--- src/rtl/gray_code_engine.sv ---
// gray_code_engine: registered Gray/binary converter, Gray sequence generator and Gray sequence checker.
module gray_code_engine #(
  parameter int WIDTH = 4,
  parameter int ERR_CNT_W = 8
) (
  input  logic                 clk,
  input  logic                 rst_n,
  input  logic [1:0]           mode,
  input  logic                 in_valid,
  output logic                 in_ready,
  input  logic [WIDTH-1:0]     in_data,
  output logic                 out_valid,
  input  logic                 out_ready,
  output logic [WIDTH-1:0]     out_data,
  output logic                 out_err,
  output logic [ERR_CNT_W-1:0] err_count,
  input  logic                 clr_err
);
  logic accept, is_chk, err, hist_valid;
  logic [WIDTH-1:0] g2b, cnt, prev, diff;
  logic [ERR_CNT_W-1:0] err_base;
  assign in_ready = !out_valid || out_ready;
  assign accept = in_valid && in_ready;
  assign is_chk = mode == 2'b11;
  assign diff = in_data ^ prev;
  // a legal Gray step differs from the previous code in exactly one bit
  assign err = is_chk && hist_valid && !(diff != '0 && (diff & (diff - WIDTH'(1))) == '0);
  assign err_base = clr_err ? '0 : err_count;
  always_comb begin
    g2b = '0;
    for (int i = 0; i < WIDTH; i++) g2b[i] = ^(in_data >> i);
  end
  always_ff @(posedge clk) begin
    if (!rst_n) begin
      out_valid  <= 1'b0;
      out_data   <= '0;
      out_err    <= 1'b0;
      err_count  <= '0;
      cnt        <= '0;
      prev       <= '0;
      hist_valid <= 1'b0;
    end else begin
      err_count <= (accept && err && ~&err_base) ? err_base + ERR_CNT_W'(1) : err_base;
      if (accept) begin
        out_valid  <= 1'b1;
        out_data   <= mode == 2'b01 ? in_data ^ (in_data >> 1) :
                      mode == 2'b10 ? cnt ^ (cnt >> 1) : g2b;
        out_err    <= err;
        hist_valid <= is_chk;
        if (mode == 2'b10) cnt <= cnt + WIDTH'(1);
        if (is_chk) prev <= in_data;
      end else if (out_ready) begin
        out_valid <= 1'b0;
      end
    end
  end
endmodule

--- config.mk ---
export PLATFORM = sky130hd
export DESIGN_NAME = gray_code_engine
export DESIGN_NICKNAME = d
export VERILOG_FILES = /design/src/rtl/gray_code_engine.sv
export SDC_FILE = /design/constraint.sdc
export NUM_CORES = 1
export LEC_CHECK = 0
export CELL_PAD_IN_SITES_DETAIL_PLACEMENT = 0
export CELL_PAD_IN_SITES_GLOBAL_PLACEMENT = 2
export CORE_MARGIN = 4
export CORE_UTILIZATION = 32
export CTS_CLUSTER_DIAMETER = 100
export DETAILED_ROUTE_END_ITERATION = 12
export PLACE_DENSITY = 0.91
export SYNTH_ARGS = -nofsm -noshare
export SYNTH_HDL_FRONTEND = slang
export SYNTH_SLANG_ARGS = --single-unit
--- constraint.sdc ---
create_clock -name clk -period 4 [get_ports clk]
set_input_delay 0.4 -clock clk [delete_from_list [all_inputs] [get_ports clk]]
set_output_delay 0.4 -clock clk [all_outputs]
set_load 0.005 [all_outputs]
# [After elaboration in Yosys (flattened, before gate mapping)]
# Cells that the tools add are included.
[op_classes] add_sub_neg=3 n_mul=0 div=0 order_cmp=0 eq_ne=3 shift=0 mux=6 n_bitwise=4 reduce_logical=20
[op_table] cell="$mux 8" n=2
[op_table] cell="$reduce_xor 4->1" n=4
[op_table] cell="$add 8x1->8 const B" n=1
[op_table] cell="$mux 4" n=2
[op_table] cell="$reduce_and 8->1" n=1
[op_table] cell="$xor 4x3->4" n=2
[op_table] cell="$logic_and 1x1->1" n=6
[op_table] cell="$add 4x1->4 const B" n=1
[op_table] cell="$and 4x4->4" n=1
[op_table] cell="$eq 2x2->1 const B" n=2
[op_table] cell="$logic_not 4->1" n=1
[op_table] cell="$reduce_and 2->1" n=2
[op_table] cell="$reduce_bool 4->1" n=1
[op_table] cell="$sub 4x1->4 const B" n=1
[op_table] cell="$xor 4x4->4" n=1
[op_table] cell="$logic_not 1->1" n=3
[op_table] cell="$eq 2x1->1 const B" n=1
[op_table] cell="$mux 1" n=2
[op_table] cell="$reduce_bool 2->1" n=1
[op_table] cell="$logic_or 1x1->1" n=1
[word_totals] regBits=23 latchBits=0 ramBits=0 rom_bits=0 input_bits=11 output_inout_bits=15 elab_cells=43 memories=0

# [Longest topological paths before layout]
# Gate-level depths: netlist of the first run.
[logic_depth] depth_word=10 depth_mapped=7 mapped_depth_nobuf=6

# [Least setup slack after synthesis of the first run]
# OpenSTA, ideal clock, no wires.
[synth_timing] path_type="input -> register" start="input mode[0]" end="register err_count[5]" setup_time_ps=72 arrival_time_ps=1573 t_required_ps=3928 path_slack_ps=2355 stages=7 n_path_buf=2 cell_sequence="clkbuf_2 > nand3_1 > nor3b_1 > o21ai_0 > buf_2 > nor4_1 > mux2i_1"
[synth_between] elab_chain_cells=6
[synth_rtl] item="from (decl)" line="8" source="input logic [1:0] mode,"
[synth_rtl] item="$eq 2x2->1" line="24" source="assign is_chk = mode == 2'b11;"
[synth_rtl] item="$logic_and 1x1->1 (2 in series)" line="27" source="assign err = is_chk && hist_valid && !(diff != '0 && (diff & (diff - WIDTH'(1))) == '0);"
[synth_rtl] item="$logic_and 1x1->1 (2 in series)" line="43" source="err_count <= (accept && err && ~&err_base) ? err_base + ERR_CNT_W'(1) : err_base;"
[synth_rtl] item="$mux 8" line="43"
[synth_rtl] item="to (signal assigned)" line="43"
[synth_rtl] item="to (decl)" line="16" source="output logic [ERR_CNT_W-1:0] err_count,"
# Every way passes these cells.
# A chain may end at the register's enable or synchronous reset.

# [Worst setup path after layout of the first run]
[layout_timing] start="input clr_err" end="register err_count[2]"
[layout_between] elab_chain_cells=5 word_cells_on_any_way=6 classes_between="add/sub: 1; mux: 2; reduce/logical: 3"
[layout_rtl] item="from (decl)" line="17" source="input logic clr_err"
[layout_rtl] item="$mux 8 *" line="28" source="assign err_base = clr_err ? '0 : err_count;"
[layout_rtl] item="branches (longest 3 deep; another with $add 8x1->8)"
[layout_rtl] item="$mux 8 *" line="43"
# Mark *: on every way between the ends.

==> results of run 1 <==
==> metrics by stage <==
step                setup WS, ns  std cells   util  total power [mW]  hold slack [ns]
floorplan                   2.36        151      -             0.289            0.444
global placement            1.38        219  0.419             0.319            0.444
detailed placement          1.34        219  0.419             0.320            0.445
CTS                         1.60        223  0.431             0.470            0.458
global route                1.42        223  0.431             0.487            0.471
finish                      1.59        223  0.431             0.459            0.453
==> final timing paths <==
| kind | startpoint | endpoint | slack, ns | cells after the start |
|---|---|---|---|---|
| worst max-delay path | clr_err | err_count[2] | 1.59 | 8 |
| worst min-delay path | out_data[2] | out_data[2] | 0.45 | 2 |
| worst max register to register | err_count[0] | err_count[2] | 1.99 | 7 |
| worst min register to register | out_data[2] | out_data[2] | 0.45 | 2 |
==> routing by layer <==
layer | vias to the layer above | part of all wire | track usage
met5 | - | 0 | 0
met4 | 0 | 0.0064 | 0.0313
met3 | 2 | 0.052 | 0.0379
met2 | 25 | 0.48 | 0.198
met1 | 518 | 0.46 | 0.145
li1 | 575 | - | -
==> cells in the mapped netlist (all sizes together) (5+ instances only) <==
| master | count | area [µm²] |
|---|---|---|
| nand3 | 5 | 25.0 |
| o21ai | 8 | 40.0 |
| nor2b | 6 | 37.5 |
| nand2b | 7 | 43.8 |
| dfxtp | 23 | 460 |
| xor2 | 6 | 67.6 |
| inv | 5 | 18.8 |
| nor2 | 11 | 41.3 |
| nand2 | 15 | 56.3 |
| mux2i | 9 | 90.1 |
| a21oi | 5 | 25.0 |
| xnor2 | 7 | 61.3 |
==> cells by family (layout without fill, tap and decap cells) <==
| group | after synthesis | count (layout) | synth area share |
|---|---|---|---|
| AOI/OAI and AO/OA | 27 | 27 | 0.139 |
| xor gates and xnor gates | 13 | 13 | 0.0990 |
| adders and majority gates | 3 | 3 | 0.0288 |
| buffers and inverters | 11 | 35 | 0.0365 |
| DFF | 23 | 23 | 0.354 |
| muxes | 9 | 9 | 0.0692 |
| and+or+nand+nor | 65 | 65 | 0.273 |
==> where the power goes <==
part | leakage (nW) | total (mW) | switching (mW) | internal, mW
combinational | 0.376 | 0.0751 | 0.0398 | 0.0353
clock | 0.0228 | 0.145 | 0.0741 | 0.0711
sequential | 0.187 | 0.239 | 0.00386 | 0.235
total | 0.585 | 0.459 | 0.118 | 0.341
==> critical path, cell delays in order <==
cell	delay, ns
sky130_fd_sc_hd__clkdlybuf4s50_1	0.56
sky130_fd_sc_hd__nor2b_1	0.27
sky130_fd_sc_hd__ha_1	0.24
sky130_fd_sc_hd__nand3_1	0.10
sky130_fd_sc_hd__o21ai_0	0.51
sky130_fd_sc_hd__buf_4	0.26
sky130_fd_sc_hd__o311ai_0	0.11
sky130_fd_sc_hd__o41ai_1	0.11
==> area by class of cell <==
type / count / area, µm² / share of cell area
Multi-Input combinational cell: 117 / 793 / 0.485
Sequential cell: 23 / 460 / 0.282
Timing Repair Buffer: 26 / 258 / 0.158
Tap cell: 48 / 60.1 / 0.0367
Clock buffer: 4 / 45.0 / 0.0275
Inverter: 5 / 18.8 / 0.0115
==> state kept, by name, indices dropped and copies added, names as in the netlist <==
signal      cells
err_count       8
prev            4
out_valid       1
cnt             4
out_data        4
out_err         1
hist_valid      1
==> impl_metrics.sql, run 1 <==
INSERT INTO impl_metrics (metric_group, metric, value, unit) VALUES
('status', 'result_of_the_run', 'finished, final reports clean', ''),
('floorplanning', 'die_area', '5150', 'µm²'),
('sta', 'final.setup.tns', '0', 'ns'),
('sta', 'fin_worst_skew', '0.00143', 'ns'),
('grt', 'first_pass_grt_wire_length', '4910', 'µm'),
('power_and_ir_drop', 'vdd_drop_max', '0.146', 'mV'),
('layout', 'fillerInstances', '380', ''),
('placement', 'portBuffers', '25', ''),
('floorplanning', 'ios', '26', ''),
('layout', 'antenna_cells', '0', ''),
('worst_setup_path', 'worstPathRequired', '4.16', 'ns'),
('logic_synthesis', 'synth_async_sr_flop_share', '0', ''),
('floorplanning', 'die_height', '71.8', 'µm'),
('layout', 'layout-area-overhead-vs-synth', '25.7', '%'),
('layout', 'layout_commonest_cell', 'sky130_fd_sc_hd__clkdlybuf4s50_1', ''),
('routing', 'drc', '0', ''),
('logic_synthesis', 'synth_area', '1300', 'µm²'),
('grt', 'globalRouteOverflowTotal', '0', ''),
('cts', 'cts.htree.levels', '1', ''),
('floorplanning', 'initial_core_util', '0.343', ''),
('worst_setup_path', 'worstSetupPathType', 'primary input to register', ''),
('layout', 'post_route_cells_drive_above_1_share', '0.0571', ''),
('layout', 'final_cell_mix', 'sky130_fd_sc_hd__clkdlybuf4s50_1, sky130_fd_sc_hd__dfxtp_1, sky130_fd_sc_hd__nand2_1, sky130_fd_sc_hd__nor2_1, sky130_fd_sc_hd__mux2i_1', ''),
('cts', 'tritoncts', 'built', ''),
('cts', 'cts_buffer_count', '3', ''),
('logic_synthesis', 'synth-warning-count', '0', ''),
('sta', 'post-route-period-util', '0.604', ''),
('cts', 'postCtsResizedCells', '0', ''),
('sta', 'timing_max_transition_violations_final', '0', ''),
('logic_synthesis', 'synthesis.instances', '151', ''),
('routing', 'detail_route.wl_per_cell', '12.7', 'µm'),
('worst_setup_path', 'path_max_fanout', '10', ''),
('routing', 'vias_per_cell', '5.02', ''),
('worst_hold_path', 'worst_hold_path_type', 'register to register', ''),
('routing', 'drt_pre_antenna_iters', '4', ''),
('logic_synthesis', 'synth_enable_flop_cells', '0', ''),
('cts', 'clk_latency', '0.26', 'ns'),
('sta', 'rsz0062_at_grt', 'false', ''),
('worst_setup_path', 'setup.worst_path.end_class', 'register', ''),
('logic_synthesis', 'average_footprint_of_a_synthesized_cell', '8.62', 'µm²'),
('sta', 'final_hold_viol_count', '0', ''),
('cts', 'cts-root-to-sink-buffers', '2', ''),
('logic_synthesis', 'ys.flop_type', 'sky130_fd_sc_hd__dfxtp_1', ''),
('routing', 'routed_wl', '2820', 'µm'),
('layout', 'final_design_area_no_fill', '1640', 'µm²'),
('cts', 'postCtsHoldBufs', '0', ''),
('logic_synthesis', 'synth.lib_cells_used.distinct', '39', ''),
('floorplanning', 'area_of_the_core', '3800', 'µm²'),
('power_and_ir_drop', 'total_leakage_power', '0.585', 'nW'),
('placement', 'placedInstanceArea', '1590', 'µm²'),
('routing', 'num_vias', '1120', ''),
('logic_synthesis', 'synth.yosys.seq_area_share', '0.354', ''),
('placement', 'dpl.hpwl', '2190', 'µm'),
('sta', 'setup_viol', '0', ''),
('worst_setup_path', 'crit_path_start_kind', 'primary input', ''),
('power_and_ir_drop', 'pwr_density_cell', '281', 'nW/µm²'),
('layout', 'final_net_count', '190', ''),
('floorplanning', 'num_rows', '22', ''),
('cts', 'clkSlewWorstSetupHoldPaths', '0.08', 'ns'),
('floorplanning', 'width_of_the_die', '71.8', 'µm'),
('job', 'maxCapViolations', '0', ''),
('cts', 'cts_root_buf', 'sky130_fd_sc_hd__clkbuf_8', ''),
('cts', 'postCtsSetupRepairBufs', '0', ''),
('grt', 'grt_pass1_vias', '1116', ''),
('cts', 'clock_sinks', '23', ''),
('sta', 'fmaxAchievable', '0.414', 'GHz'),
('worst_setup_path', 'timing.critical_path.arrival', '2.57', 'ns'),
('logic_synthesis', 'synth_nets', '165', ''),
('sta', 'tightestPinTransition', '0.870', 'ns'),
('grt', 'antenna_violations_before_repair', '0', ''),
('routing', 'detail_route.iter0.violations', '51', ''),
('placement', 'finalWeightedCongestion', '0.738', ''),
('grt', 'grt_usage', '0.118', ''),
('sta', 'slew-limit-headroom', '0.419', ''),
('routing', 'ant_nets', '0', ''),
('logic_synthesis', 'ys_seq_elements', '23', ''),
('sta', 'finalWorstPathRequiredPeriod', '2.41', 'ns'),
('grt', 'grt_max_degree', '19', '');
No activity file was read; power rests on OpenSTA's default activity.
==> inputs of run 2 (changes only) <==
Settings changed: CORE_UTILIZATION 32 to 27, PLACE_DENSITY 0.91 to 0.82.
Clock period 4 ns to 2.15 ns, I/O delays scaled along.
==> impl_metrics.sql, run 2 (synthesized netlist as in run 1, its figures left out) <==
INSERT INTO impl_metrics (metric_group, metric, value, unit) VALUES
('layout', 'antenna_cells', '0', ''),
('cts', 'clk_latency', '0.27', 'ns'),
('power_and_ir_drop', 'pwr_density_cell', '495', 'nW/µm²'),
('cts', 'cts-root-to-sink-buffers', '2', ''),
('worst_setup_path', 'worstSetupPathType', 'primary input to register', ''),
('sta', 'fin_worst_skew', '0.0122', 'ns'),
('routing', 'ant_nets', '0', ''),
('power_and_ir_drop', 'clockPowerShare', '0.309', ''),
('power_and_ir_drop', 'p_total', '0.885', 'mW'),
('grt', 'first_pass_grt_wire_length', '5590', 'µm'),
('routing', 'vias_per_cell', '4.91', ''),
('sta', 'timing_max_transition_violations_final', '0', ''),
('sta', 'finalWorstPathRequiredPeriod', '1.97', 'ns'),
('worst_setup_path', 'r2r_setup_slk', '0.28', 'ns'),
('cts', 'clock_sinks', '23', ''),
('worst_setup_path', 'crit_path_start_kind', 'primary input', ''),
('layout', 'post_route_cells_drive_above_1_share', '0.141', ''),
('worst_setup_path', 'worstPathRequired', '2.35', 'ns'),
('power_and_ir_drop', 'share_seq_of_total_power', '0.502', ''),
('grt', 'globalRouteOverflowTotal', '0', ''),
('grt', 'antenna_violations_before_repair', '0', ''),
('layout', 'largest_register', 'err_count', ''),
('routing', 'drt_pre_antenna_iters', '4', ''),
('worst_setup_path', 'regToRegEndpoint', 'err_count[4]', ''),
('worst_setup_path', 'cell_chain_critical_path', 'clkdlybuf4s50_1, xor2_1, nand4b_1, o311ai_4, or4_1, a21oi_1', ''),
('floorplanning', 'die_height', '77.4', 'µm'),
('cts', 'cts_buffer_count', '3', ''),
('routing', 'routed_wl', '3200', 'µm'),
('worst_setup_path', 'setup.worst_path.end_class', 'register', ''),
('layout', 'layout_commonest_cell', 'sky130_fd_sc_hd__clkdlybuf4s50_1', ''),
('sta', 'post-route-period-util', '0.918', ''),
('placement', 'dpl.hpwl', '2530', 'µm'),
('layout', 'final_cell_mix', 'sky130_fd_sc_hd__clkdlybuf4s50_1, sky130_fd_sc_hd__dfxtp_1, sky130_fd_sc_hd__buf_4, sky130_fd_sc_hd__nand2_1, sky130_fd_sc_hd__nor2_1', ''),
('cts', 'postCtsResizedCells', '0', ''),
('layout', 'layout-area-overhead-vs-synth', '37.6', '%'),
('worst_setup_path', 'path_max_fanout', '13', ''),
('layout', 'fillerInstances', '471', ''),
('worst_hold_path', 'min_from', 'out_data[2]', ''),
('worst_setup_path', 'timing.critical_path.arrival', '2.18', 'ns'),
('cts', 'tritoncts', 'built', ''),
('cts', 'clkSlewWorstSetupHoldPaths', '0.09', 'ns'),
('worst_hold_path', 'hold-path-cell-count', '2', ''),
('floorplanning', 'width_of_the_die', '77.4', 'µm'),
('worst_setup_path', 'ff2ff_path_depth', '5', ''),
('worst_setup_path', 'critical_path.reg2reg.startpoint', 'prev[2]', ''),
('sta', 'final_hold_viol_count', '0', ''),
('sta', 'setup_viol', '0', ''),
('job', 'maxCapViolations', '0', ''),
('worst_hold_path', 'hold_path_end', 'out_data[2]', ''),
('grt', 'grt_max_degree', '14', ''),
('sta', 'tightestPinTransition', '0.579', 'ns'),
('status', 'result_of_the_run', 'finished, final reports clean', ''),
('cts', 'postCtsHoldBufs', '0', ''),
('placement', 'portBuffers', '25', ''),
('floorplanning', 'ios', '26', ''),
('cts', 'postCtsSetupRepairBufs', '0', ''),
('layout', 'final_net_count', '207', ''),
('worst_setup_path', 'critPathBufInv', '1', ''),
('cts', 'cts_root_buf', 'sky130_fd_sc_hd__clkbuf_8', ''),
('floorplanning', 'die_area', '5990', 'µm²'),
('worst_setup_path', 'max_stage_delay', '0.55', 'ns'),
('floorplanning', 'initial_core_util', '0.289', ''),
('power_and_ir_drop', 'internal-power', '0.654', 'mW'),
('routing', 'drc', '0', ''),
('grt', 'grt_pass1_vias', '1206', ''),
('power_and_ir_drop', 'power.switching_fraction', '0.262', ''),
('placement', 'placedInstanceArea', '1740', 'µm²'),
('layout', 'largest_reg_flops', '8', ''),
('sta', 'rsz0062_at_grt', 'false', ''),
('routing', 'detail_route.iter0.violations', '43', ''),
('power_and_ir_drop', 'total_leakage_power', '0.679', 'nW'),
('floorplanning', 'num_rows', '24', ''),
('worst_setup_path', 'timing.critical_path.max_delay_family', 'simple AND/OR/NAND/NOR gates', ''),
('power_and_ir_drop', 'switching_power', '0.232', 'mW'),
('floorplanning', 'area_of_the_core', '4500', 'µm²'),
('cts', 'cts.htree.levels', '1', ''),
('routing', 'detail_route.wl_per_cell', '13.1', 'µm'),
('placement', 'finalWeightedCongestion', '0.784', ''),
('sta', 'fmaxAchievable', '0.507', 'GHz'),
('layout', 'final_design_area_no_fill', '1790', 'µm²'),
('worst_setup_path', 'cp_slowest_cell', 'sky130_fd_sc_hd__or4_1', ''),
('power_and_ir_drop', 'p_comb_frac', '0.189', ''),
('sta', 'final.hold.worst_slack', '0.457', 'ns'),
('worst_setup_path', 'critical_path.startpoint', 'in_data[2]', ''),
('power_and_ir_drop', 'vdd_drop_max', '0.215', 'mV'),
('worst_hold_path', 'worst_hold_path_type', 'register to register', ''),
('routing', 'num_vias', '1198', ''),
('sta', 'slew-limit-headroom', '0.613', ''),
('grt', 'grt_usage', '0.112', '');
==> run 2: cell types whose count changed in the layout (fill, tap and decap cells not counted), sizes merged <==
cell,previous run,this run
buf,1,18
==> run 2: cell type report <==
cell class,instances,area (µm²),share of cell area
clock buffer,4,45.0,0.0252
timing repair buffer,43,398,0.222
sequential,23,460,0.257
multi-input combinational,117,803,0.449
tap,52,65.1,0.0363
inverter,5,18.8,0.0105
==> run 2: layer usage <==
| layer | vias to the layer above | track usage | part of all wire |
|---|---|---|---|
| li1 | 613 | - | - |
| met1 | 554 | 0.144 | 0.46 |
| met2 | 27 | 0.190 | 0.48 |
| met3 | 4 | 0.0220 | 0.049 |
| met4 | 0 | 0.0320 | 0.012 |
| met5 | - | 0 | 0 |
==> run 2: worst reg2reg max path, stage by stage, from the launching register on <==
cell	delay, ns
sky130_fd_sc_hd__dfxtp_1	0.35
sky130_fd_sc_hd__xor2_1	0.32
sky130_fd_sc_hd__nand4b_1	0.22
sky130_fd_sc_hd__o311ai_4	0.22
sky130_fd_sc_hd__or4_1	0.55
sky130_fd_sc_hd__a21oi_1	0.15
==> run 2: power by group through the flow <==
stage	Clock (mW)	Sequential, mW	Combinational, mW
2_1_floorplan	0	0.455	0.0837
3_3_place_gp	0	0.454	0.159
3_5_place_dp	0	0.455	0.163
4_1_cts	0.285	0.445	0.163
5_1_grt	0.306	0.446	0.185
6_report	0.274	0.445	0.167
==> run 2: worst max path at each step <==
| stage | end | slack, ns | depth (start not counted) |
|---|---|---|---|
| 2_1_floorplan | err_count[5] | 0.59 | 7 |
| 3_3_place_gp | err_count[5] | -0.04 | 6 |
| 3_5_place_dp | err_count[3] | -0.14 | 6 |
| 4_1_cts | err_count[4] | 0.15 | 6 |
| 5_1_grt | err_count[4] | 0.02 | 6 |
| 6_report | err_count[4] | 0.18 | 6 |
==> run 2: metrics by stage <==
stage | worst slack, ns | util | instances | setup TNS [ns]
2_1_floorplan | 0.591 | - | 151 | 0
3_3_place_gp | -0.0439 | 0.385 | 240 | -0.184
3_5_place_dp | -0.142 | 0.385 | 240 | -0.910
4_1_cts | 0.149 | 0.395 | 244 | 0
5_1_grt | 0.0225 | 0.398 | 244 | 0
6_report | 0.176 | 0.398 | 244 | 0
==> inputs of run 3 (changes only) <==
Settings changed: CORE_UTILIZATION 27 to 30, PLACE_DENSITY 0.82 to 0.86.
Clock period 2.15 ns to 1.9 ns, I/O delays scaled along.
==> impl_metrics.sql, run 3 (synthesized netlist as in run 1, its figures left out) <==
INSERT INTO impl_metrics (metric_group, metric, value, unit) VALUES
('worst_setup_path', 'timing.critical_path.max_delay_family', 'buffers and inverters', ''),
('routing', 'detail_route.iter0.violations', '65', ''),
('cts', 'clk_latency', '0.27', 'ns'),
('cts', 'cts_buffer_count', '3', ''),
('layout', 'final_net_count', '214', ''),
('floorplanning', 'die_height', '73.9', 'µm'),
('worst_hold_path', 'worst_hold_path_type', 'register to register', ''),
('layout', 'final_design_area_no_fill', '1840', 'µm²'),
('grt', 'grt_max_degree', '14', ''),
('floorplanning', 'area_of_the_core', '4090', 'µm²'),
('sta', 'finalWorstPathRequiredPeriod', '1.82', 'ns'),
('routing', 'drt_pre_antenna_iters', '4', ''),
('cts', 'cts.htree.levels', '1', ''),
('grt', 'grt_usage', '0.123', ''),
('placement', 'placedInstanceArea', '1740', 'µm²'),
('grt', 'globalRouteOverflowTotal', '0', ''),
('sta', 'fin_worst_skew', '0.00715', 'ns'),
('worst_setup_path', 'worstSetupPathType', 'primary input to register', ''),
('cts', 'cts_root_buf', 'sky130_fd_sc_hd__clkbuf_8', ''),
('placement', 'finalWeightedCongestion', '0.803', ''),
('sta', 'tightestPinTransition', '0.482', 'ns'),
('power_and_ir_drop', 'pwr_density_cell', '556', 'nW/µm²'),
('layout', 'largest_register', 'err_count', ''),
('sta', 'timing_max_transition_violations_final', '0', ''),
('cts', 'tritoncts', 'built', ''),
('worst_setup_path', 'cell_chain_critical_path', 'clkdlybuf4s50_1, xor2_2, nand4b_1, o311ai_4, buf_4, nor4_2, mux2i_1', ''),
('sta', 'slew-limit-headroom', '0.678', ''),
('worst_setup_path', 'critical_path.startpoint', 'in_data[3]', ''),
('layout', 'fillerInstances', '412', ''),
('status', 'result_of_the_run', 'finished, final reports clean', ''),
('worst_setup_path', 'max_stage_delay', '0.54', 'ns'),
('power_and_ir_drop', 'total_leakage_power', '0.707', 'nW'),
('worst_setup_path', 'worstSetupPathDepth', '7', ''),
('worst_setup_path', 'cp_slowest_cell', 'sky130_fd_sc_hd__clkdlybuf4s50_1', ''),
('floorplanning', 'width_of_the_die', '73.9', 'µm'),
('worst_setup_path', 'worstPathRequired', '2.10', 'ns'),
('worst_setup_path', 'critical_path.reg2reg.startpoint', 'prev[3]', ''),
('cts', 'cts-root-to-sink-buffers', '2', ''),
('worst_hold_path', 'hold-path-cell-count', '2', ''),
('cts', 'postCtsHoldBufs', '0', ''),
('routing', 'num_vias', '1215', ''),
('job', 'maxCapViolations', '0', ''),
('sta', 'rsz0062_at_grt', 'false', ''),
('sta', 'final_hold_viol_count', '0', ''),
('routing', 'routed_wl', '3110', 'µm'),
('worst_setup_path', 'regToRegEndpoint', 'err_count[6]', ''),
('routing', 'detail_route.wl_per_cell', '12.5', 'µm'),
('worst_setup_path', 'crit_path_start_kind', 'primary input', ''),
('sta', 'post-route-period-util', '0.960', ''),
('power_and_ir_drop', 'vdd_drop_max', '0.199', 'mV'),
('layout', 'layout-area-overhead-vs-synth', '41.1', '%'),
('layout', 'final_cell_mix', 'sky130_fd_sc_hd__clkdlybuf4s50_1, sky130_fd_sc_hd__buf_4, sky130_fd_sc_hd__dfxtp_1, sky130_fd_sc_hd__nand2_1, sky130_fd_sc_hd__nor2_1', ''),
('worst_hold_path', 'hold_path_end', 'out_data[2]', ''),
('cts', 'clkSlewWorstSetupHoldPaths', '0.08', 'ns'),
('routing', 'vias_per_cell', '4.88', ''),
('layout', 'post_route_cells_drive_above_1_share', '0.176', ''),
('routing', 'drc', '0', ''),
('worst_setup_path', 'path_max_fanout', '10', ''),
('grt', 'antenna_violations_before_repair', '0', ''),
('layout', 'layout.core_utilization', '0.449', ''),
('floorplanning', 'ios', '26', ''),
('placement', 'portBuffers', '25', ''),
('sta', 'setup_viol', '0', ''),
('grt', 'grt_pass1_vias', '1225', ''),
('floorplanning', 'die_area', '5460', 'µm²'),
('floorplanning', 'num_rows', '23', ''),
('placement', 'dpl.hpwl', '2420', 'µm'),
('worst_setup_path', 'timing.critical_path.arrival', '2.02', 'ns'),
('cts', 'clock_sinks', '23', ''),
('worst_setup_path', 'r2r_setup_slk', '0.15', 'ns'),
('grt', 'first_pass_grt_wire_length', '5350', 'µm'),
('layout', 'largest_reg_flops', '8', ''),
('floorplanning', 'initial_core_util', '0.318', ''),
('routing', 'ant_nets', '0', ''),
('worst_setup_path', 'setup.worst_path.end_class', 'register', ''),
('worst_hold_path', 'min_from', 'out_data[2]', ''),
('worst_setup_path', 'critPathBufInv', '2', ''),
('worst_setup_path', 'ff2ff_path_depth', '6', ''),
('sta', 'fmaxAchievable', '0.548', 'GHz'),
('power_and_ir_drop', 'p_total', '1.02', 'mW'),
('layout', 'antenna_cells', '0', '');
## run 3: changes by cell type in the layout (fill, tap and decap cells not counted)
cell	previous run	this run
sky130_fd_sc_hd__buf_4	17	25
sky130_fd_sc_hd__buf_12	1	0
sky130_fd_sc_hd__xor2_1	4	3
sky130_fd_sc_hd__xor2_2	2	3
## run 3: final cells by class
type	count	area, µm²	area share
Clock buffer	4	45.0	0.0245
Tap cell	50	62.6	0.0341
Timing Repair Buffer	50	438	0.239
Multi-Input combinational cell	117	811	0.442
Inverter	5	18.8	0.0102
Sequential cell	23	460	0.251
## run 3: layer usage
layer,vias up,share of wire,track usage
met5,-,0,0
met4,0,0.016,0.0423
met3,5,0.047,0.0233
met2,26,0.45,0.208
met1,562,0.48,0.156
li1,622,-,-
## run 3: stage by stage
| stage | setup TNS, ns | std cells | worst slack, ns | hold WS (ns) |
|---|---|---|---|---|
| after CTS | 0 | 245 | 0.00207 | 0.457 |
| after floorplan | 0 | 151 | 0.341 | 0.322 |
| after global routing | 0 | 249 | 0.00623 | 0.478 |
| after detailed placement | -3.31 | 241 | -0.397 | 0.447 |
| final | 0 | 249 | 0.0755 | 0.456 |
| after global placement | -2.39 | 241 | -0.295 | 0.445 |
## run 3: timing repair
action                                  CTS  global route
gates cloned                              0             0
endpoints found under the setup margin    9             4
resized for setup                         1             1
setup buffers                             0             4
pin swaps                                 0             1
## run 3: worst max path at each step
stage                    to
2_1_floorplan  err_count[5]
3_3_place_gp   err_count[5]
3_5_place_dp   err_count[5]
4_1_cts        err_count[4]
5_1_grt        err_count[6]
6_report       err_count[6]
## run 3: power by group
part           total [mW]  switching [mW]  internal, mW
clock network       0.309           0.159         0.150
registers           0.504         0.00884         0.495
logic               0.207          0.0970         0.110
## run 3: worst reg2reg max path, cell delays in order (launching register included)
cell                       delay, ns
sky130_fd_sc_hd__dfxtp_1        0.39
sky130_fd_sc_hd__xor2_2         0.24
sky130_fd_sc_hd__nand4b_1       0.19
sky130_fd_sc_hd__o311ai_4       0.18
sky130_fd_sc_hd__buf_4          0.19
sky130_fd_sc_hd__nor4_2         0.29
sky130_fd_sc_hd__mux2i_1        0.20
